===== config.mk =====
export PLATFORM = sky130hd
export DESIGN_NAME = mc_ctrl
export DESIGN_NICKNAME = d
export VERILOG_FILES = /design/src/rtl/mc_pkg.sv /design/src/rtl/mc_decode.sv /design/src/rtl/mc_ctrl.sv
export SDC_FILE = /design/constraint.sdc
export NUM_CORES = 1
export LEC_CHECK = 0
export CAP_MARGIN = 25
export CORE_MARGIN = 4
export CORE_UTILIZATION = 30
export CTS_CLUSTER_DIAMETER = 120
export DETAILED_ROUTE_END_ITERATION = 6
export GPL_TIMING_DRIVEN = 0
export PLACE_DENSITY_LB_ADDON = 0.12
export SLEW_MARGIN = 20
export SYNTH_ARGS = -nofsm -noshare
export SYNTH_HDL_FRONTEND = slang
export SYNTH_SLANG_ARGS = --single-unit

===== constraint.sdc =====
create_clock -name clk -period 5.5 [get_ports clk]
set_clock_uncertainty 0.2 [all_clocks]
set_input_delay 0.55 -clock clk [delete_from_list [all_inputs] [get_ports clk]]
set_output_delay 0.55 -clock clk [all_outputs]
set_load 0.02 [all_outputs]

===== src/rtl/mc_pkg.sv =====
// mc_pkg: shared state codes, opcode/funct constants, ALUOp codes and
// instruction classes for the multi-cycle control unit.
// Optional feature macro: MC_ILLEGAL_HALT_EN (adds the S_HALT state).
package mc_pkg;

   typedef enum logic [2:0] {
      S_FETCH  = 3'd0,
      S_DECODE = 3'd1,
      S_EXE    = 3'd2,
      S_MEM    = 3'd3,
`ifdef MC_ILLEGAL_HALT_EN
      S_WB     = 3'd4,
      S_HALT   = 3'd5
`else
      S_WB     = 3'd4
`endif
   } state_e;

   // Primary opcodes
   localparam logic [5:0] OP_RTYPE = 6'b000000;
   localparam logic [5:0] OP_ORI   = 6'b001101;
   localparam logic [5:0] OP_LUI   = 6'b001111;
   localparam logic [5:0] OP_LW    = 6'b100011;
   localparam logic [5:0] OP_LB    = 6'b100000;
   localparam logic [5:0] OP_SW    = 6'b101011;
   localparam logic [5:0] OP_BEQ   = 6'b000100;
   localparam logic [5:0] OP_J     = 6'b000010;
   localparam logic [5:0] OP_JAL   = 6'b000011;

   // R-type function codes
   localparam logic [5:0] FN_ADDU  = 6'b100001;
   localparam logic [5:0] FN_SUBU  = 6'b100011;
   localparam logic [5:0] FN_SLL   = 6'b000000;
   localparam logic [5:0] FN_JR    = 6'b001000;
   localparam logic [5:0] FN_JALR  = 6'b001001;

   // ALU function codes
   localparam logic [2:0] ALU_ADD  = 3'd0;
   localparam logic [2:0] ALU_SUB  = 3'd1;
   localparam logic [2:0] ALU_OR   = 3'd2;
   localparam logic [2:0] ALU_LUI  = 3'd3;
   localparam logic [2:0] ALU_SLL  = 3'd4;

   // Instruction classes as seen by the sequencer
   typedef enum logic [3:0] {
      IC_ILLEGAL,
      IC_ALU,      // addu, subu, sll, ori, lui: EXE -> WB
      IC_LOAD,     // lw, lb: EXE -> MEM -> WB
      IC_STORE,    // sw: EXE -> MEM
      IC_BEQ,
      IC_J,
      IC_JAL,
      IC_JR,
      IC_JALR
   } instr_class_e;

endpackage


===== src/rtl/mc_decode.sv =====
// mc_decode: purely combinational decode of the held instruction word into
// an instruction class plus the datapath steering signals.
module mc_decode
   import mc_pkg::*;
(
   input  logic [31:0]  instr,
   output instr_class_e iclass,
   output logic         reg_dst,
   output logic         alu_src,
   output logic         mem_to_reg,
   output logic         ext_op,
   output logic [2:0]   alu_op,
   output logic         jump,
   output logic         reg_ra,
   output logic         j_reg,
   output logic         jalr,
   output logic         lb,
   output logic         npc_sel
);

   logic [5:0] op;
   logic [5:0] funct;
   logic       unused_instr_bits;

   assign op                = instr[31:26];
   assign funct             = instr[5:0];
   assign unused_instr_bits = ^instr[25:6];

   // Opcode/funct lookup; unknown encodings stay IC_ILLEGAL with all steering low
   always_comb begin
      iclass     = IC_ILLEGAL;
      reg_dst    = 1'b0;
      alu_src    = 1'b0;
      mem_to_reg = 1'b0;
      ext_op     = 1'b0;
      alu_op     = ALU_ADD;
      jump       = 1'b0;
      reg_ra     = 1'b0;
      j_reg      = 1'b0;
      jalr       = 1'b0;
      lb         = 1'b0;
      npc_sel    = 1'b0;
      unique case (op)
         OP_RTYPE: begin
            unique case (funct)
               FN_ADDU: begin iclass = IC_ALU; reg_dst = 1'b1; alu_op = ALU_ADD; end
               FN_SUBU: begin iclass = IC_ALU; reg_dst = 1'b1; alu_op = ALU_SUB; end
               FN_SLL:  begin iclass = IC_ALU; reg_dst = 1'b1; alu_op = ALU_SLL; end
               FN_JR:   begin iclass = IC_JR;  j_reg = 1'b1; end
               FN_JALR: begin iclass = IC_JALR; j_reg = 1'b1; jalr = 1'b1; reg_dst = 1'b1; end
               default: iclass = IC_ILLEGAL;
            endcase
         end
         OP_ORI: begin iclass = IC_ALU; alu_src = 1'b1; alu_op = ALU_OR; end
         OP_LUI: begin iclass = IC_ALU; alu_src = 1'b1; alu_op = ALU_LUI; end
         OP_LW: begin
            iclass = IC_LOAD; alu_src = 1'b1; mem_to_reg = 1'b1; ext_op = 1'b1;
         end
         OP_LB: begin
            iclass = IC_LOAD; alu_src = 1'b1; mem_to_reg = 1'b1; ext_op = 1'b1; lb = 1'b1;
         end
         OP_SW:  begin iclass = IC_STORE; alu_src = 1'b1; ext_op = 1'b1; end
         OP_BEQ: begin iclass = IC_BEQ; alu_op = ALU_SUB; ext_op = 1'b1; npc_sel = 1'b1; end
         OP_J:   begin iclass = IC_J; jump = 1'b1; end
         OP_JAL: begin iclass = IC_JAL; jump = 1'b1; reg_ra = 1'b1; end
         default: iclass = IC_ILLEGAL;
      endcase
   end

endmodule


===== src/rtl/mc_ctrl.sv =====
// mc_ctrl: multi-cycle sequencer (FETCH/DECODE/EXE/MEM/WB) driving the
// datapath write enables, plus retire pulse and wrapping retire counter.
// Optional feature macro: MC_ILLEGAL_HALT_EN (illegal instruction -> S_HALT).
module mc_ctrl
   import mc_pkg::*;
#(
   parameter int unsigned CNT_W = 32
) (
   input  logic             clk,
   input  logic             reset,
   input  logic [31:0]      Instr,
   input  logic             ComResult,
   output logic             PCWrite,
   output logic             IRWrite,
   output logic             RegDst,
   output logic             ALUSrc,
   output logic             MemtoReg,
   output logic             RegWrite,
   output logic             MemWrite,
   output logic             nPC_sel,
   output logic             ExtOp,
   output logic [2:0]       ALUOp,
   output logic             Jump,
   output logic             RegRa,
   output logic             JReg,
   output logic             Jalr,
   output logic             Lb,
   output logic [2:0]       state,
   output logic             retire,
   output logic [CNT_W-1:0] retire_cnt
);

   state_e           state_q, state_d;
   logic [CNT_W-1:0] retire_cnt_q, retire_cnt_d;
   instr_class_e     iclass;
   logic             pc_wr, ir_wr, reg_wr, mem_wr, ret;

   mc_decode u_decode (
      .instr      (Instr),
      .iclass     (iclass),
      .reg_dst    (RegDst),
      .alu_src    (ALUSrc),
      .mem_to_reg (MemtoReg),
      .ext_op     (ExtOp),
      .alu_op     (ALUOp),
      .jump       (Jump),
      .reg_ra     (RegRa),
      .j_reg      (JReg),
      .jalr       (Jalr),
      .lb         (Lb),
      .npc_sel    (nPC_sel)
   );

   // Next-state and single-cycle write-enable generation from state and class
   always_comb begin
      state_d = state_q;
      pc_wr   = 1'b0;
      ir_wr   = 1'b0;
      reg_wr  = 1'b0;
      mem_wr  = 1'b0;
      ret     = 1'b0;
      case (state_q)
         S_FETCH: begin
            pc_wr   = 1'b1;
            ir_wr   = 1'b1;
            state_d = S_DECODE;
         end
         S_DECODE: begin
`ifdef MC_ILLEGAL_HALT_EN
            state_d = (iclass == IC_ILLEGAL) ? S_HALT : S_EXE;
`else
            state_d = S_EXE;
`endif
         end
         S_EXE: begin
            case (iclass)
               IC_ALU:             state_d = S_WB;
               IC_LOAD, IC_STORE:  state_d = S_MEM;
               IC_BEQ: begin
                  pc_wr   = ComResult;
                  ret     = 1'b1;
                  state_d = S_FETCH;
               end
               IC_J, IC_JR: begin
                  pc_wr   = 1'b1;
                  ret     = 1'b1;
                  state_d = S_FETCH;
               end
               IC_JAL, IC_JALR: begin
                  pc_wr   = 1'b1;
                  reg_wr  = 1'b1;
                  ret     = 1'b1;
                  state_d = S_FETCH;
               end
               default: begin
                  // illegal encodings retire as a nop
                  ret     = 1'b1;
                  state_d = S_FETCH;
               end
            endcase
         end
         S_MEM: begin
            if (iclass == IC_STORE) begin
               mem_wr  = 1'b1;
               ret     = 1'b1;
               state_d = S_FETCH;
            end else begin
               state_d = S_WB;
            end
         end
         S_WB: begin
            reg_wr  = 1'b1;
            ret     = 1'b1;
            state_d = S_FETCH;
         end
`ifdef MC_ILLEGAL_HALT_EN
         S_HALT: state_d = S_HALT;
`endif
         default: state_d = S_FETCH;
      endcase
   end

   // Enables are masked by the async reset so nothing writes while it is low
   always_comb begin
      PCWrite  = pc_wr  & reset;
      IRWrite  = ir_wr  & reset;
      RegWrite = reg_wr & reset;
      MemWrite = mem_wr & reset;
      retire   = ret    & reset;
      retire_cnt_d = retire_cnt_q + CNT_W'(retire);
   end

   // State register and retire counter
   always_ff @(posedge clk or negedge reset) begin
      if (!reset) begin
         state_q      <= S_FETCH;
         retire_cnt_q <= '0;
      end else begin
         state_q      <= state_d;
         retire_cnt_q <= retire_cnt_d;
      end
   end

   assign state      = state_q;
   assign retire_cnt = retire_cnt_q;

endmodule


# [After elaboration in Yosys (flattened, before gate mapping)]
# Index checks and enable logic that the tools add are counted.
[word_totals] register_bits=35 inputBits=35 word_cells=76 out_inout_bits=53
[classes] add_sub_neg=1 reduce_logical=15 eq_ne=24 n_bitwise=5 mux=29
[op_table] cell="$add 32x1->32" count=1
[op_table] cell="$eq 6x6->1 const B" count=5
[op_table] cell="$pmux 4 s7" count=1
[op_table] cell="$eq 6x4->1 const B" count=4
[op_table] cell="$pmux 3 s4" count=2
[op_table] cell="$mux 1" count=18
[op_table] cell="$eq 4x3->1 const B" count=4
[op_table] cell="$eq 6x2->1 const B" count=2
[op_table] cell="$logic_not 6->1" count=2
[op_table] cell="$pmux 3 s2" count=2
[op_table] cell="$pmux 4 s3" count=1
[op_table] cell="$reduce_or 2->1" count=6
[op_table] cell="$reduce_or 4->1" count=3
[op_table] cell="$eq 4x2->1 const B" count=2
[op_table] cell="$eq 3x2->1 const B" count=2
[op_table] cell="$eq 6x3->1 const B" count=1
[op_table] cell="$pmux 1 s2" count=3
[op_table] cell="$reduce_or 3->1" count=2
[op_table] cell="$and 1x1->1" count=5
[op_table] cell="$reduce_or 5->1" count=1
[op_table] cell="$eq 4x1->1 const B" count=1
[op_table] cell="$eq 4x4->1 const B" count=1
[op_table] cell="$eq 3x1->1 const B" count=1
[op_table] cell="$eq 3x3->1 const B" count=1
[op_table] cell="other kinds (3)" count=3

# [Depth between registers and ports, before layout]
# Gate-level depths: netlist (run 1).
[depth] word_depth=10 mapped_depth=13 ltp_nobuf=12

# [Modules after synthesis]
# A second synthesis (run 1) with hierarchy kept.
[hier_totals] cells_unflattened=221 hier_area_um2=2088.3
[modules_own_cells] module="mc_ctrl" cells_per_inst=160 area_each_um2=1704.1 seq_area_each_um2=875.8 n_inst=1
[modules_own_cells] module="mc_decode" cells_per_inst=61 area_each_um2=384.1 seq_area_each_um2=0.0 n_inst=1

# [Worst setup path before layout (run 1)]
# Ideal clock, no wire load.
[synth_path] kind="input to register" from="in Instr[29]" to="reg retire_cnt_q[31] (netlist: retire_cnt[31])" t_required_ns=5.172 path_stages=13 setup_slack_ns=1.963 t_arrival_ns=3.208 setup_time_ns=0.128 n_path_buf=2 cell_sequence="clkbuf_1 nor4_2 nand3_1 inv_1 a211oi_2 o22ai_1 ha_1 and3_1 buf_2 nand4_4 nor4_4 nand4_1 xnor2_1"
[synth_via] elab_chain_cells=9 word_cells_on_any_way=21 cone_classes="add/sub (1); eq/ne (11); mux (4); bitwise (1); reduce/logical (4)"
[synth_rtl] item="from (decl)" line_no="mc_ctrl.sv:11" text="input logic [31:0] Instr,"
[synth_rtl] item="$eq 6x6->1 / $eq 6x4->1 (equally long branches)" line_no="mc_decode.sv:43" text="unique case (op)"
[synth_rtl] item="$reduce_or 2->1 (no line)"
[synth_rtl] item="$pmux 4 s7 (*)" line_no="mc_decode.sv:43"
[synth_rtl] item="$eq 4x2->1, or another cell as far along" line_no="mc_ctrl.sv:76, mc_ctrl.sv:103"
[synth_rtl] item="$reduce_or 3->1 (no line)"
[synth_rtl] item="$mux 1" line_no="mc_ctrl.sv:76" text="case (iclass)"
[synth_rtl] item="$pmux 1 s3 (*)" line_no="mc_ctrl.sv:62" text="case (state_q)"
[synth_rtl] item="$and 1x1->1 (*)" line_no="mc_ctrl.sv:129" text="retire = ret & reset;"
[synth_rtl] item="named net retire" line_no="mc_ctrl.sv:29" text="output logic retire,"
[synth_rtl] item="$add 32x1->32 (*)" line_no="mc_ctrl.sv:130" text="retire_cnt_d = retire_cnt_q + CNT_W'(retire);"
[synth_rtl] item="named net retire_cnt_d[31]" line_no="mc_ctrl.sv:34" text="logic [CNT_W-1:0] retire_cnt_q, retire_cnt_d;"
[synth_rtl] item="to (signal assigned)" line_no="mc_ctrl.sv:140" text="retire_cnt_q <= retire_cnt_d;"
[synth_rtl] item="to (decl)" line_no="mc_ctrl.sv:34"
# The timed path passes the listed nets; every way through them passes the cells marked *.

# [Worst setup path in the final report (run 1)]
[layout_path] from="in Instr[28]" to="reg retire_cnt_q[31] (netlist: retire_cnt[31])"
[layout_via] elab_chain_cells=9 word_cells_on_any_way=21 cone_classes="add/sub (1); eq/ne (11); mux (4); bitwise (1); reduce/logical (4)"
[layout_rtl] item="$eq 6x6->1 / $eq 6x4->1 (equally long branches)" line_no="mc_decode.sv:43"
[layout_rtl] item="$reduce_or 2->1 (no line)"
[layout_rtl] item="$pmux 4 s7 (*)" line_no="mc_decode.sv:43"
[layout_rtl] item="$eq 4x2->1, or another cell as far along" line_no="mc_ctrl.sv:76, mc_ctrl.sv:103"
[layout_rtl] item="$reduce_or 3->1 (no line)"
[layout_rtl] item="$mux 1" line_no="mc_ctrl.sv:76"
[layout_rtl] item="$pmux 1 s3 (*)" line_no="mc_ctrl.sv:62"
[layout_rtl] item="$and 1x1->1 (*)" line_no="mc_ctrl.sv:129"
[layout_rtl] item="$add 32x1->32 (*)" line_no="mc_ctrl.sv:130"
[layout_rtl] item="named net retire_cnt_d[31]" line_no="mc_ctrl.sv:34"
# Marks and branches as above.

==> results of run 1 <==
-- kinds of logic after synthesis --
logic type	share of synthesized area
xor gates and xnor gates	0.1373
AOI/OAI and AO/OA	0.08413
muxes	0.005692
DFF	0.4428
and+or+nand+nor	0.2827
adders and majority gates	0.01265
buffers and inverters	0.03479
-- area by class of cell --
class / instances / area (µm²) / area share
Multi-Input combinational cell: 149 / 1033 / 0.3610
Sequential cell: 35 / 875.8 / 0.3059
Timing Repair Buffer: 67 / 675.6 / 0.2360
Tap cell: 77 / 96.34 / 0.03365
Clock buffer: 5 / 68.82 / 0.02404
Clock inverter: 3 / 43.79 / 0.01530
Buffer: 7 / 42.54 / 0.01486
Inverter: 7 / 26.28 / 0.009178
-- worst max path at each step --
stage	slack [ns]	depth (start not counted)	end
after CTS	1.64	13	retire_cnt[31]
final	1.69	13	retire_cnt[31]
after global placement	0.96	10	retire_cnt[28]
after global routing	1.37	14	retire_cnt[30]
after floorplan	1.96	13	retire_cnt[31]
after detailed placement	1.35	13	retire_cnt[31]
-- routing by layer --
| layer | routed length [µm] | vias up | part of all wire |
|---|---|---|---|
| met2 | 2082 | 44 | 0.45 |
| met3 | 315 | 4 | 0.068 |
| met5 | 0 | - | 0 |
| met4 | 26 | 0 | 0.0056 |
| met1 | 2202 | 791 | 0.48 |
| li1 | - | 856 | - |
-- synth_stat cells, drive strengths merged, types with 4 or more instances --
cell | instances | share of area
dfrtp | 35 | 0.44
xnor2 | 23 | 0.10
nand2 | 15 | 0.028
nand3 | 15 | 0.040
nor2 | 14 | 0.027
xor2 | 8 | 0.035
inv | 7 | 0.013
nand4 | 7 | 0.030
nor3 | 7 | 0.018
nor4 | 7 | 0.040
a21oi | 5 | 0.013
and4 | 5 | 0.022
buf | 5 | 0.018
nand2b | 5 | 0.016
and3 | 4 | 0.013
o21ai | 4 | 0.010
-- state kept, by name, indices dropped and copies added (netlist names) --
| signal | flops |
|---|---|
| retire_cnt | 32 |
| state | 3 |
-- through the flow --
step,power (mW),cells,hold slack [ns],util,setup WS (ns)
after floorplan,0.4188,198,0.05441,-,1.963
after global placement,0.5260,340,0.2672,0.4267,0.9570
after detailed placement,0.5262,341,0.2156,0.4291,1.350
after CTS,0.7598,350,0.2807,0.4483,1.638
after global routing,0.7954,350,0.3081,0.4483,1.369
final,0.7481,350,0.2773,0.4483,1.690
-- power breakdown --
part	switching, mW	internal (mW)
registers	0.0306	0.282
logic	0.111	0.0977
clock network	0.0914	0.135
-- worst register-to-register path, delay by kind of cell, from the launching register on --
kind,cells,cell delay [ns]
simple gates,5,1.12
flops,1,0.45
compound gates,2,0.40
buf+inv,2,0.31
fa+ha+maj,1,0.21
xor+xnor,1,0.14
-- timing repair --
item	in CTS	in global routing
endpoints found under the setup margin	0	0
hold endpoints to repair	7	0
hold buffers	1	0
==> results, run 1 <==
- The repair_antennas step left the layout with diodes totalling 0.
- The width of the die is roughly 89 µm.
- The wire length of the first global-routing pass is between 7000 and 8000 µm.
- Counting the fill cells in the layout gives between 600 and 700.
- The timing startpoint of the critical path is Instr[28].
- The number of max-slew violations in the final report is 0.
- In the global route stage, overall resource usage came out at 0.1245.
- In the final routed layout, each cell accounts on average for around 13 µm.
- In this run the most used layer during global routing was met2.
- The met1 usage is 0.1708.
- The number of endpoints with negative hold slack in the final report is 0.
- STA classifies the critical path startpoint as an input pin.
- The wire-length estimate of the detail-placed layout is about 3600 µm.
- The run finished with clean final reports.
- The number of gates resized after cts is 0.
- STA classifies the critical path endpoint as a flip-flop.
- The setup path with the least slack is of type in2reg.
- The largest single stage delay on the critical path is roughly 0.50 ns.
- At the pin with the least slew margin, the transition time is just under 0.6 ns.
- The mean number of vias per cell is 4.843.
- Along the worst path, the maximum fanout reaches 6.
- Of all flip-flops after synthesis, the portion carrying an async set or reset was 1.000.
- The worst min-delay path class is reg2reg.
- The met2 track utilization from global routing is 0.1889.
- Setup repair after global routing left no endpoint under its margin.
- The initial antenna violation count came to 0.
- The minimum setup slack among reg-to-reg paths is approximately 2.6 ns.
- Compared with the post-synthesis result, the final layout area differs by 44.72%.
- The sum of overflow across all layers after global routing is 0.
- The placed instances occupy a cell area of ~0.0027 mm².
- Counting distinct cell types in the post-synthesis netlist gives 46.
- Headroom to the max-slew limit came out at 0.6038.
- The via total after detailed routing is about 1700.
- The clock period could shrink to ~3.8 ns.
- The final sum of negative setup slack is 0 ns.
- Counting instances, the worst hold path has a depth of 1.
- In this run the post-CTS setup repair buffer count came out at 0.
- The pin count of the biggest net entering global routing is 33.
- The final cycle utilization of the critical path is 0.6928.
- Counting along the longest clock path gives a buffer depth of 2.
- Clock tree synthesis found a total of 35 sinks.
- In this run the critical register-to-register path is launched from state[1].
- The layout net count is 309.
- The netlist area before placement is between 0.0015 and 0.002 mm².
- The total wirelength of the detailed-routed design is around 4600 µm.
- The first-pass iteration count of the detailed router is 4.
- The congestion estimate from routability-driven global placement came to about 0.8.
- In the layout the commonest cells are 64 x sky130_fd_sc_hd__clkdlybuf4s50_1, 35 x sky130_fd_sc_hd__dfrtp_1, 23 x sky130_fd_sc_hd__xnor2_1.
- The CTS tree is yes.
- The cell depth of the worst flop-to-flop path is 11.
- The path with the worst hold slack has its endpoint at retire_cnt[31].
- The library cell contributing the largest single delay on the critical path is sky130_fd_sc_hd__clkdlybuf4s50_1.
- The core region is approximately 0.0064 mm².
- The initial core utilization is 0.3098.
- 88 I/O pins were placed.
- The CTS buffer count is 5.
- The worst path arrival time is around 3.8 ns.
- The root buffer cell chosen for the clock tree is sky130_fd_sc_hd__clkbuf_8.
- IR analysis of the VDD net gives a maximum drop of 216.9 µV.
- The share of the yosys chip area belonging to registers is 0.4428.
- For the worst setup path, the data required time is around 5.5 ns.
- The number of synthesis warnings is 0.
- A synthesized cell averages 9.991 µm².
- When the netlist entered floorplanning its net count stood at approximately 240.
- Based on the critical path, the design can be clocked at up to between 200 and 300 MHz.
- The number of routed nets with antenna violations is 0.
- The synthesis-stage register bit count is 35.
- Input and output buffers added on the ports amount to 65.
- The fraction of met3 tracks used by global routing is 0.04700.
- Together, buffers and inverters on the worst path number 2.
- Setup violations remaining at the end of the flow were counted as 0.
- The number of flops mapped to enable cells by yosys is 0.
- The start point of the worst hold path is retire_cnt[31].
- For this block, the initial DRC count from the detailed router was 23.
- Traced cell by cell, the critical path runs through clkdlybuf4s50_1, nand2b_1, or2_2, nor3b_1, a32oi_1, o22ai_1, ha_1, and3_1, buf_2, nand4_4, nor4_4, nand4_1, xnor2_1.
- The leakage power is about 1.2 nW.
- Max-cap violations in this run came to 0.
- The clock-pin slew of the registers on the worst-case setup and hold paths is 0.07 ns.
- The number of H-tree levels is 2.
- The floorplan has 29 rows.
- Among all flip-flop cells after synthesis, the most frequent one is sky130_fd_sc_hd__dfrtp_1.
- The DRC violation count after routing is 0.
- The die extent in y is approximately 89 µm.
- The endpoint of the worst register-to-register path is retire_cnt[31].
- The via count of the first global-routing pass was 1655.
- The clock latency of the later-clocked register in the worst-skew pair is about 0.28 ns.
- Leaving out fill and tap cells, the most frequent cell in the layout is sky130_fd_sc_hd__clkdlybuf4s50_1.
- After routing the design area is between 0.002 and 0.003 mm².
- Synthesis produced about 200 cells.
- The die footprint is just under 0.008 mm².
- The share of final-layout standard cells stronger than drive strength 1 is 0.08059.
- The family with the most delay on the worst path is simple AND/OR/NAND/NOR gates.
- Dividing total power by cell area gives a power density of ~260 mW/mm².
No activity file was read; power rests on OpenSTA's default activity.
==> run 2, diff against run 1 <==
clock period = 3.65 ns   (was 5.5 ns; I/O delays follow)
==> run 2 against run 1 <==
Compared with the run above:
- flip-flop and latch count is the same
- power grew 52%
- worst setup slack lost 1.4 ns
- first-iteration DRC count shrank 17%
- design area grew 1.7%
- global-route usage is the same
- hold slack lost 0.015 ns
- clock-buffer cell count is the same
- sequential share of layout area shrank 0.53 points
- non-clock buffer count grew 1
- critical path type is now in2out
- core utilization grew 0.78 points
==> results, run 2 (synthesis results as in run 1) <==
- The via count of the first global-routing pass is 1646 (was 1655).
- The wire length of the first global-routing pass is 7866 µm (was 7859 µm).
- The required time of the critical path is 3.08 ns (was 5.47 ns).
- The pin count of the biggest net entering global routing is 33 (unchanged).
- The sum of met3 wire segment lengths after detailed routing is 307 µm (was 315 µm).
- The flip-flop count of the largest register, all copies and words added is 32 (unchanged).
- The width of the die is 89.20 µm (unchanged).
- The clock sink count is 35 (unchanged).
- The leakage power is 1.286 nW (was 1.246 nW).
- The maximum fanout along the worst path is 11 (was 6).
- The final weighted congestion in routability-driven placement is 0.7990 (unchanged).
- The DRC violation count after routing is 0 (unchanged).
- The CTS buffer count is 5 (unchanged).
- The uppermost layer routed is met4 (unchanged).
- The placeable core region is 0.006386 mm² (unchanged).
- The worst min-delay path class was in2async (was reg2reg).
- The number of non-filler instances in the completed layout is 351 (was 350).
- The first-pass iteration count of the detailed router is 4 (unchanged).
- The multi-input logic area is 0.001066 mm² (was 0.001033 mm²).
- The total power divided by cell area is 389.8 mW/mm² (was 261.3 mW/mm²).
- The total wirelength of the detailed-routed design is 4692 µm (was 4627 µm).
- The number of max-slew violations in the final report is 0 (unchanged).
- The number of filler cells placed in the layout is 654 (was 661).
- For this run, the top clock speed supported by timing is approximately 300 MHz.
- Leading cell types in the layout, fill and taps excluded: 62 x sky130_fd_sc_hd__clkdlybuf4s50_1, 35 x sky130_fd_sc_hd__dfrtp_1, 23 x sky130_fd_sc_hd__xnor2_1 (was 64 x sky130_fd_sc_hd__clkdlybuf4s50_1, 35 x sky130_fd_sc_hd__dfrtp_1, 23 x sky130_fd_sc_hd__xnor2_1).
- The number of instances in the placed design was 341 (unchanged).
- The path type of the worst setup path was in2out (was in2reg).
- The number of standard-cell rows in the floorplan is 29 (unchanged).
- The initial antenna violation count is 0 (unchanged).
- The most frequent standard cell in the layout excluding fill and tap cells is sky130_fd_sc_hd__clkdlybuf4s50_1 (unchanged).
- The met2 layer wire length in the routed design is 2115 µm (was 2082 µm).
- The placed standard-cell area is 0.002740 mm² (unchanged).
- The die extent in y is 89.20 µm (unchanged).
- The number of violations of the max-capacitance limit is 0 (unchanged).
- The number of H-tree levels is 2 (unchanged).
- The worst slew slack as a fraction of its limit is 0.7255 (was 0.6038).
- The sum of overflow across all layers after global routing came to 0 (unchanged).
- The number of DRC markers in iteration 0 is 19 (was 23).
- The endpoint kind of the worst setup timing path is a primary output (was flip-flop).
- The shortest clock period the worst path allows after layout is ~3.3 ns.
- The share of final-layout standard cells stronger than drive strength 1 was 0.1058 (was 0.08059).
- The pin slew with the least headroom to its limit was 0.4104 ns (was 0.5889 ns).
- The clock-pin slew of the registers on the worst-case setup and hold paths was 0.07 ns (about the same).
- The storage element area is 875.8 µm² (unchanged).
- The mean number of vias per cell came to 4.846 (was 4.843).
- The die footprint is 0.007957 mm² (unchanged).
- The diode insertion count for antenna repair is 0 (unchanged).
- Run status: complete, no violations (unchanged).
- The worst hold slack across all endpoints is 0.2621 ns (was 0.2773 ns).
- The via total after detailed routing came to 1701 (was 1695).
- The layout net count is 310 (was 309).
- The worst path arrival time was 2.78 ns (was 3.78 ns).
- The placed wire-length estimate was 3606 µm (unchanged).
- The critical path startpoint category is an input pin (unchanged).
- The peak ir drop on the vdd network is 327.8 µV (was 216.9 µV).
- The post-route met1 wirelength is 2243 µm (was 2202 µm).
- The CTS tree is yes (unchanged).
- The I/O pin count is 88 (unchanged).
- In the finished design, the share of the clock period the worst path needs comes to 0.9165.
- The worst-case clock buffer depth was 2 (unchanged).
- The clock latency of the later-clocked register in the worst-skew pair is 0.28 ns (about the same).
- The wire length per cell after detailed routing is 13.37 µm (was 13.22 µm).
- The setup-violating endpoint count in the final report was 0 (unchanged).
- The cell area after layout was 0.002913 mm² (was 0.002863 mm²).
- RSZ-0062 raised after global routing: no (unchanged).
- The number of buffers inserted by port buffering came to 65 (unchanged).
- The relative area change from synthesis to final layout is 47.25% (was 44.72%).
- The clock root buffer is sky130_fd_sc_hd__clkbuf_8 (unchanged).
- The initial core utilization is 0.3098 (unchanged).
- The overall global routing resource usage is 0.1245 (unchanged).
- The number of routed nets with antenna violations is 0 (unchanged).
- The number of endpoints with negative hold slack in the final report came to 0 (unchanged).
## run 2: worst paths after layout
| check | start | to | slack, ns | cells past startpoint |
|---|---|---|---|---|
| worst max-delay path | Instr[29] | PCWrite | 0.30 | 7 |
| worst min register to register | retire_cnt[31] | retire_cnt[31] | 0.28 | 1 |
| worst max register to register | state[1] | retire_cnt[28] | 0.77 | 11 |
| min in group clk | retire_cnt[31] | retire_cnt[31] | 0.28 | 1 |
| max in group asynchronous | reset | retire_cnt[1] | 2.57 | 3 |
| worst min-delay path | reset | retire_cnt[21] | 0.26 | 2 |
## run 2: area by class of cell
type	instances	share of cell area
repair buffers	69	0.2388
clock buffers	5	0.02363
plain buffers	6	0.01375
flip-flops and latches	35	0.3007
clock inverters	3	0.01503
well taps	77	0.03308
inverters	7	0.009021
multi-input cells	149	0.3660
## run 2: what timing repair did
item,CTS,global route
endpoints found under the hold margin,21,0
endpoints found under the setup margin,4,6
hold buffers,1,0
gates resized for setup,3,6
gates cloned,0,0
setup buffers,2,0
pin swaps,4,3
## run 2: worst max-delay path, stage by stage
cell and delay [ns]:
sky130_fd_sc_hd__clkdlybuf4s50_1 0.61, sky130_fd_sc_hd__or3_1 0.43, sky130_fd_sc_hd__a211o_1 0.41, sky130_fd_sc_hd__o2111ai_1 0.15, sky130_fd_sc_hd__a21oi_1 0.10, sky130_fd_sc_hd__o21a_1 0.17, sky130_fd_sc_hd__clkdlybuf4s50_1 0.53
## run 2: routing by layer
layer	GRT usage	vias up
met5	0	-
met4	0.02436	0
met3	0.04700	4
met2	0.1869	42
met1	0.1726	797
li1	-	858
## run 2: through the flow
stage | worst slack (ns) | power, mW | TNS (ns) | util
global route | 0.02815 | 1.206 | 0 | 0.4561
global placement | -0.7080 | 0.7926 | -11.29 | 0.4267
detailed placement | -0.3150 | 0.7929 | -2.789 | 0.4291
finish | 0.3049 | 1.136 | 0 | 0.4561
CTS | 0.01521 | 1.150 | 0 | 0.4522
floorplan | 0.2983 | 0.6310 | 0 | -
## run 2: report_power, final
group	switching, mW	internal (mW)
combinational	0.171	0.152
sequential	0.0470	0.425
clock	0.138	0.203
total	0.355	0.780
